## src/rtl/conv_ctrl_pkg.sv

```systemverilog
// Shared constants for the convolution command front-end: opcodes,
// command-word field positions, FSM state encodings and status bit indices.
package conv_ctrl_pkg;

    localparam int OPC_MSB = 31;
    localparam int OPC_LSB = 29;
    localparam int TAG_BIT = 28;

    localparam logic [2:0] OP_NOP        = 3'b000;
    localparam logic [2:0] OP_CORE_RST   = 3'b001;
    localparam logic [2:0] OP_SET_LEN    = 3'b010;
    localparam logic [2:0] OP_LOAD_BEGIN = 3'b011;
    localparam logic [2:0] OP_DATA       = 3'b100;
    localparam logic [2:0] OP_LOAD_END   = 3'b101;
    localparam logic [2:0] OP_START      = 3'b110;
    localparam logic [2:0] OP_READ_NEXT  = 3'b111;

    localparam logic [2:0] ST_IDLE     = 3'd0;
    localparam logic [2:0] ST_LOADING  = 3'd1;
    localparam logic [2:0] ST_PROCESS  = 3'd2;
    localparam logic [2:0] ST_WAIT_EOP = 3'd3;
    localparam logic [2:0] ST_READING  = 3'd4;

    localparam int STAT_ACK       = 0;
    localparam int STAT_STATE_LSB = 1;
    localparam int STAT_ERR       = 4;
    localparam int STAT_EOP       = 5;
    localparam int STAT_CB        = 6;

    // Shortest image the sequencing FSM can process (3x3 kernel window).
    localparam int MIN_IMG_LENGTH = 3;

endpackage

```

## src/rtl/gpio_tag_detect.sv

```systemverilog
// Toggle-tag acceptance: a command word is new when its tag differs from the
// last accepted tag; acceptance is held off while the caller blocks it.
module gpio_tag_detect (
    input  logic clk,
    input  logic reset,
    input  logic tag_in,
    input  logic block,
    output logic accept,
    output logic last_tag
);

    assign accept = (tag_in != last_tag) && !block;

    // Remember the tag of the most recently accepted command.
    always_ff @(posedge clk) begin
        if (reset) begin
            last_tag <= 1'b0;
        end else if (accept) begin
            last_tag <= tag_in;
        end
    end

endmodule

```

## src/rtl/conv_cmd_decoder.sv

```systemverilog
// Decodes host GPIO command words into the control levels/strobes of the
// 2D-convolution sequencing FSM and reports status back over GPIO.
module conv_cmd_decoder
    import conv_ctrl_pkg::*;
#(
    parameter int NB_GPIO   = 32,
    parameter int NB_IMAGE  = 10,
    parameter int NB_DATA   = 8,
    parameter int NB_STATES = 3
) (
    input  logic                i_CLK,
    input  logic                i_reset,
    input  logic [NB_GPIO-1:0]  i_gpio_data,
    input  logic                i_EoP,
    input  logic                i_changeBlock,
    output logic                o_load,
    output logic                o_SoP,
    output logic                o_valid,
    output logic [NB_IMAGE-1:0] o_imgLength,
    output logic [NB_DATA-1:0]  o_pixel,
    output logic                o_core_reset,
    output logic [NB_GPIO-1:0]  o_gpio_status
);

    logic [2:0]           opcode;
    logic                 accept;
    logic                 last_tag;
    logic [NB_STATES-1:0] state;
    logic                 error;
    logic                 core_hold;
    logic                 cb_q;
    logic                 cb_rise;
    logic [NB_GPIO-1:0]   status_next;
    logic                 unused_gpio;

    assign opcode      = i_gpio_data[OPC_MSB:OPC_LSB];
    assign cb_rise     = i_changeBlock && !cb_q;
    assign unused_gpio = ^i_gpio_data[TAG_BIT-1:NB_IMAGE];

    gpio_tag_detect u_tag (
        .clk      (i_CLK),
        .reset    (i_reset),
        .tag_in   (i_gpio_data[TAG_BIT]),
        .block    (o_valid),
        .accept   (accept),
        .last_tag (last_tag)
    );

    // Command decode and state sequencing; CORE_RST overrides every state.
    always_ff @(posedge i_CLK) begin
        if (i_reset) begin
            state        <= ST_IDLE;
            o_load       <= 1'b0;
            o_SoP        <= 1'b0;
            o_valid      <= 1'b0;
            o_imgLength  <= '0;
            o_pixel      <= '0;
            o_core_reset <= 1'b0;
            core_hold    <= 1'b0;
            error        <= 1'b0;
            cb_q         <= 1'b0;
        end else begin
            o_valid      <= 1'b0;
            cb_q         <= i_changeBlock;
            core_hold    <= 1'b0;
            o_core_reset <= core_hold;
            if (accept && opcode == OP_CORE_RST) begin
                o_core_reset <= 1'b1;
                core_hold    <= 1'b1;
                o_load       <= 1'b0;
                o_SoP        <= 1'b0;
                o_pixel      <= '0;
                state        <= ST_IDLE;
                error        <= 1'b0;
            end else begin
                case (state)
                    ST_IDLE: begin
                        if (accept) begin
                            case (opcode)
                                OP_NOP: ;
                                OP_SET_LEN: o_imgLength <= i_gpio_data[NB_IMAGE-1:0];
                                OP_LOAD_BEGIN: begin
                                    state  <= ST_LOADING;
                                    o_load <= 1'b1;
                                end
                                OP_START: begin
                                    if (o_imgLength >= NB_IMAGE'(MIN_IMG_LENGTH) && !i_EoP) begin
                                        state <= ST_PROCESS;
                                        o_SoP <= 1'b1;
                                    end else begin
                                        error <= 1'b1;
                                    end
                                end
                                OP_READ_NEXT: begin
                                    if (i_EoP) state <= ST_READING;
                                    else       error <= 1'b1;
                                end
                                default: error <= 1'b1;
                            endcase
                        end
                    end
                    ST_LOADING: begin
                        if (accept) begin
                            case (opcode)
                                OP_NOP: ;
                                OP_DATA: begin
                                    o_pixel <= i_gpio_data[NB_DATA-1:0];
                                    o_valid <= 1'b1;
                                end
                                OP_LOAD_END: begin
                                    o_load <= 1'b0;
                                    state  <= ST_IDLE;
                                end
                                default: error <= 1'b1;
                            endcase
                        end
                    end
                    ST_PROCESS: begin
                        if (i_EoP) begin
                            o_SoP <= 1'b0;
                            state <= ST_WAIT_EOP;
                            if (accept) error <= 1'b1;
                        end else if (accept && opcode != OP_NOP) begin
                            error <= 1'b1;
                        end
                    end
                    ST_WAIT_EOP: begin
                        if (!o_SoP) state <= ST_IDLE;
                        if (accept && opcode != OP_NOP) error <= 1'b1;
                    end
                    ST_READING: begin
                        if (accept) begin
                            if (opcode == OP_READ_NEXT) o_valid <= 1'b1;
                            else if (opcode != OP_NOP)  error   <= 1'b1;
                        end
                        if (cb_rise) state <= ST_IDLE;
                    end
                    default: state <= ST_IDLE;
                endcase
            end
        end
    end

    // Assemble the status word from the current internal registers.
    always_comb begin
        status_next                              = '0;
        status_next[STAT_ACK]                    = last_tag;
        status_next[STAT_STATE_LSB +: NB_STATES] = state;
        status_next[STAT_ERR]                    = error;
        status_next[STAT_EOP]                    = i_EoP;
        status_next[STAT_CB]                     = i_changeBlock;
    end

    // Register the status word so the host sees a clean, glitch-free value.
    always_ff @(posedge i_CLK) begin
        if (i_reset) begin
            o_gpio_status <= '0;
        end else begin
            o_gpio_status <= status_next;
        end
    end

endmodule

```

## config.mk

```make
export PLATFORM = sky130hd
export DESIGN_NAME = conv_cmd_decoder
export DESIGN_NICKNAME = d
export VERILOG_FILES = /design/src/rtl/conv_ctrl_pkg.sv /design/src/rtl/gpio_tag_detect.sv /design/src/rtl/conv_cmd_decoder.sv
export SDC_FILE = /design/constraint.sdc
export NUM_CORES = 1
export LEC_CHECK = 0
export BUFFER_PORTS_ARGS = -buffer_cell sky130_fd_sc_hd__buf_2
export CORE_MARGIN = 3
export CORE_UTILIZATION = 35
export DETAILED_ROUTE_END_ITERATION = 8
export PLACE_DENSITY = 0.71
export RECOVER_POWER = 100
export SETUP_SLACK_MARGIN = 0.1
export SYNTH_ARGS = -nofsm -noshare
export SYNTH_HDL_FRONTEND = slang
export SYNTH_SLANG_ARGS = --single-unit
```

## constraint.sdc

```tcl
create_clock -name i_CLK -period 2.5 [get_ports i_CLK]
set_clock_uncertainty 0.15 [all_clocks]
set_input_delay 0.5 -clock i_CLK [delete_from_list [all_inputs] [get_ports i_CLK]]
set_output_delay 0.5 -clock i_CLK [all_outputs]
set_load 0.02 [all_outputs]
```

==> impl_summary.log <==
INFO  metric result_of_the_run = finished, final reports clean
INFO  metric synth_warnings = 0
INFO  metric end_kind = flip-flop
INFO  metric ffs_latches_synth = 35
INFO  metric start_util = 0.378
INFO  metric place_congestion = 0.772
INFO  metric yosys.cell_types.count = 43
INFO  metric tritoncts.num_buffers = 5
INFO  metric clockRootBuffer = clkbuf_8
INFO  metric io_pins = 90
INFO  metric cts_post_setup_buffers_inserted = 0
INFO  metric placementRows = 24
INFO  metric p_per_area = 664 nW/µm²
INFO  metric critPathLaunchType = flip-flop
INFO  metric yosysMostFrequentCell = dfxtp_1
INFO  metric cts-root-to-sink-buffers = 2
INFO  metric synthFlopType = dfxtp_1
INFO  metric post-route-period-util = 0.818
INFO  metric power_leakage = 0.753 nW
INFO  metric grt_setup_unrepaired = false
INFO  metric die-area = 5770 µm²
INFO  metric wl_per_cell = 12.3 µm
INFO  metric antenna_found_initial = 0
INFO  metric clk-insertion-delay-late = 0.29 ns
INFO  metric worstMarginPinSlew = 1.01 ns
INFO  metric cts-hold-fix-buffers = 0
INFO  metric cts_num_sinks = 35
INFO  metric grtUsageTotal = 0.134
INFO  metric comb_power_share = 0.139
INFO  metric reg2reg_to = state[1]$_SDFFE_PP0P_
INFO  metric antennaDiodeCount = 0
INFO  metric reg2reg_depth = 5
INFO  metric synthTopCellsByCount = 35 x dfxtp_1, 28 x buf_4, 24 x nand2_1, 21 x nor2_1, 16 x a21oi_1
INFO  metric finalHoldViolations = 0
INFO  metric p_seq_frac = 0.458
INFO  metric via_count = 1444
INFO  metric net-switching-power = 0.342 mW
INFO  metric area_growth = 13.6%
INFO  metric finalNetCount = 281
INFO  metric dieHeight = 76.0 µm
INFO  metric fp.dieW = 76.0 µm
INFO  metric antenna_left = 0
INFO  metric core_area = 4530 µm²
INFO  metric synth_top_area_share = 0.409
INFO  metric maxSlewViolCount = 0
INFO  metric synthesis.instances = 204
INFO  metric setup_viol = 0
INFO  metric worst_path_max_delay_cell = nor3_1
INFO  metric destination_of_the_critical_timing_path = state[1]$_SDFFE_PP0P_
INFO  metric critical_path.startpoint = state[0]$_SDFFE_PP0P_
INFO  metric fin_tns_setup = 0 ns
INFO  metric critical_path_required = 2.53 ns
INFO  metric cell_type_with_the_largest_total_area_after_synthesis = dfxtp_1
INFO  metric detail_route.iter0.violations = 92
INFO  metric regToRegStartpoint = state[0]$_SDFFE_PP0P_
INFO  metric route.detailed.vias_per_inst = 4.64
INFO  metric clk_transition_reported_paths = 0.06 ns
INFO  metric detailedPlacementHpwl = 2.83 mm
INFO  metric drive_gt1_frac = 0.118
INFO  metric post_cts.resized_instances = 0
INFO  metric cell_by_cell_trace_of_the_critical_path = nor3_1, nand4_1, o21ai_0, nor4_1, o211a_1
INFO  metric min_period = 2.04 ns
INFO  metric critPathMaxStageDelay = 0.53 ns
INFO  metric synth-async-reset-ratio = 0
INFO  metric grt_max_degree = 24
INFO  metric cell_area_placed = 1870 µm²
INFO  metric drt-total-wl = 3.84 mm
INFO  metric final_cell_area = 1950 µm²
INFO  metric layout.filler_cells = 498
INFO  metric drt_pass1_iterations = 4
INFO  metric vdd_drop_max = 0.293 mV
INFO  metric htree_levels = 2
INFO  metric synth-edff-count = 0
INFO  metric max_clock_freq = 489 MHz
INFO  metric timing.max_cap.violations = 0
INFO  metric syn_avg_cell_area = 8.40 µm²
INFO  metric mappedNetlistArea = 1710 µm²
INFO  metric timing.setup.critical_path_class = reg2reg
INFO  metric flop2flop_setup_slack = 0.46 ns
INFO  metric portBuffers = 46
INFO  metric global_route.overflow_total = 0
INFO  metric drc_errors = 0
INFO  metric timing.hold.worst.class = reg2reg
INFO  metric post_synth_main_area_contributors = dfxtp_1 41%, buf_4 12%, mux2i_1 5.8%, nand2_1 5.3%, a21oi_1 4.7%
INFO  metric slew-limit-headroom = 0.330
INFO  metric internal_power = 0.950 mW
INFO  metric tritoncts_clock_tree = done
INFO  metric sw_frac_of_total = 0.265
INFO  metric worst-path-max-fanout = 16
INFO  metric power_frac_clock = 0.404
INFO  metric grt_pass1_vias = 1295
INFO  metric grt_first_pass_wirelength = 6.15 mm
INFO  metric worstPathArrival = 2.07 ns
INFO  metric seq_area_frac_synth = 0.409
final cells by class:
type	instances	area (µm²)	share of cell area
multi-input combinational	149	820	0.421
clock inverter	2	35.0	0.0180
inverter	7	26.3	0.0135
clock buffer	6	82.6	0.0424
tap	65	81.3	0.0418
sequential	35	701	0.360
timing repair buffer	47	200	0.103
layout by cell type (no fill, tap or decap), types with 2 or more instances in the layout:
master    synthesis  final
a21oi_1          16     16
a31oi_1           3      3
and4_1            2      2
buf_2             6     16
clkbuf_1          3     30
clkbuf_8          0      6
conb_1            1     25
dfxtp_1          35     35
inv_1             7      7
mux2i_1          10     10
nand2_1          24     24
nand2b_1          3      3
nand4_1           2      2
nor2_1           21     21
nor2b_1           5      5
nor3_1            3      4
nor4_1            4      4
o211ai_1          2      2
o21ai_0           5      5
sequential cells by signal, indices dropped and copies added, names as in the netlist:
register,cells
o_imgLength,10
o_pixel,8
o_gpio_status,6
state,3
cb_q,1
core_hold,1
error,1
o_SoP,1
o_core_reset,1
o_load,1
o_valid,1
u_tag.last_tag,1
power groups by stage:
stage	logic [mW]	registers, mW	clock network, mW
2_1_floorplan	0.161	0.609	0
3_3_place_gp	0.178	0.603	0
3_5_place_dp	0.182	0.603	0
4_1_cts	0.183	0.591	0.536
5_1_grt	0.197	0.594	0.558
6_report	0.179	0.591	0.522
worst min path at each step:
stage                               from                           to  slack, ns  depth (start not counted)
CTS                        i_changeBlock              cb_q$_SDFF_PP0_       0.29                          3
detailed placement    error$_SDFFE_PP0P_  o_gpio_status[4]$_SDFF_PP0_       0.28                          2
finish                error$_SDFFE_PP0P_  o_gpio_status[4]$_SDFF_PP0_       0.29                          2
floorplan             error$_SDFFE_PP0P_  o_gpio_status[4]$_SDFF_PP0_       0.27                          2
global route               i_changeBlock              cb_q$_SDFF_PP0_       0.30                          3
global placement    core_hold$_SDFF_PP0_      o_core_reset$_SDFF_PP0_       0.28                          2
kinds of logic (layout without fill, tap and decap cells):
group | count (synthesis) | after routing | synth area share
muxes | 10 | 10 | 0.0584
and+or+nand+nor | 76 | 76 | 0.225
xor gates and xnor gates | 1 | 1 | 0.00511
buffers and inverters | 44 | 62 | 0.162
DFF | 35 | 35 | 0.409
other | 1 | 25 | 0.00219
AOI/OAI and AO/OA | 37 | 37 | 0.138
metal layers:
metal  routed length, µm  track usage  vias to the layer above
li1                    -            -                      728
met1                1630        0.164                      648
met2                1790        0.209                       58
met3                 307       0.0415                       10
met4                 104       0.0707                        0
met5                   0            0                        -
through the flow:
stage / hold WS (ns) / instances / util / setup slack, ns / power (mW)
2_1_floorplan: 0.266 / 228 / - / 0.629 / 0.770
3_3_place_gp: 0.276 / 303 / 0.413 / 0.291 / 0.782
3_5_place_dp: 0.281 / 303 / 0.413 / 0.215 / 0.785
4_1_cts: 0.288 / 311 / 0.438 / 0.506 / 1.31
5_1_grt: 0.298 / 311 / 0.429 / 0.279 / 1.35
6_report: 0.291 / 311 / 0.429 / 0.455 / 1.29
worst max-delay path: cells and delay by family (launching register included):
| kind | cells | cell delay [ns] |
|---|---|---|
| AND/OR/NAND/NOR | 3 | 0.85 |
| flip-flops | 1 | 0.47 |
| AO/OA/AOI/OAI | 2 | 0.47 |
(Power assumes the default switching activity.)
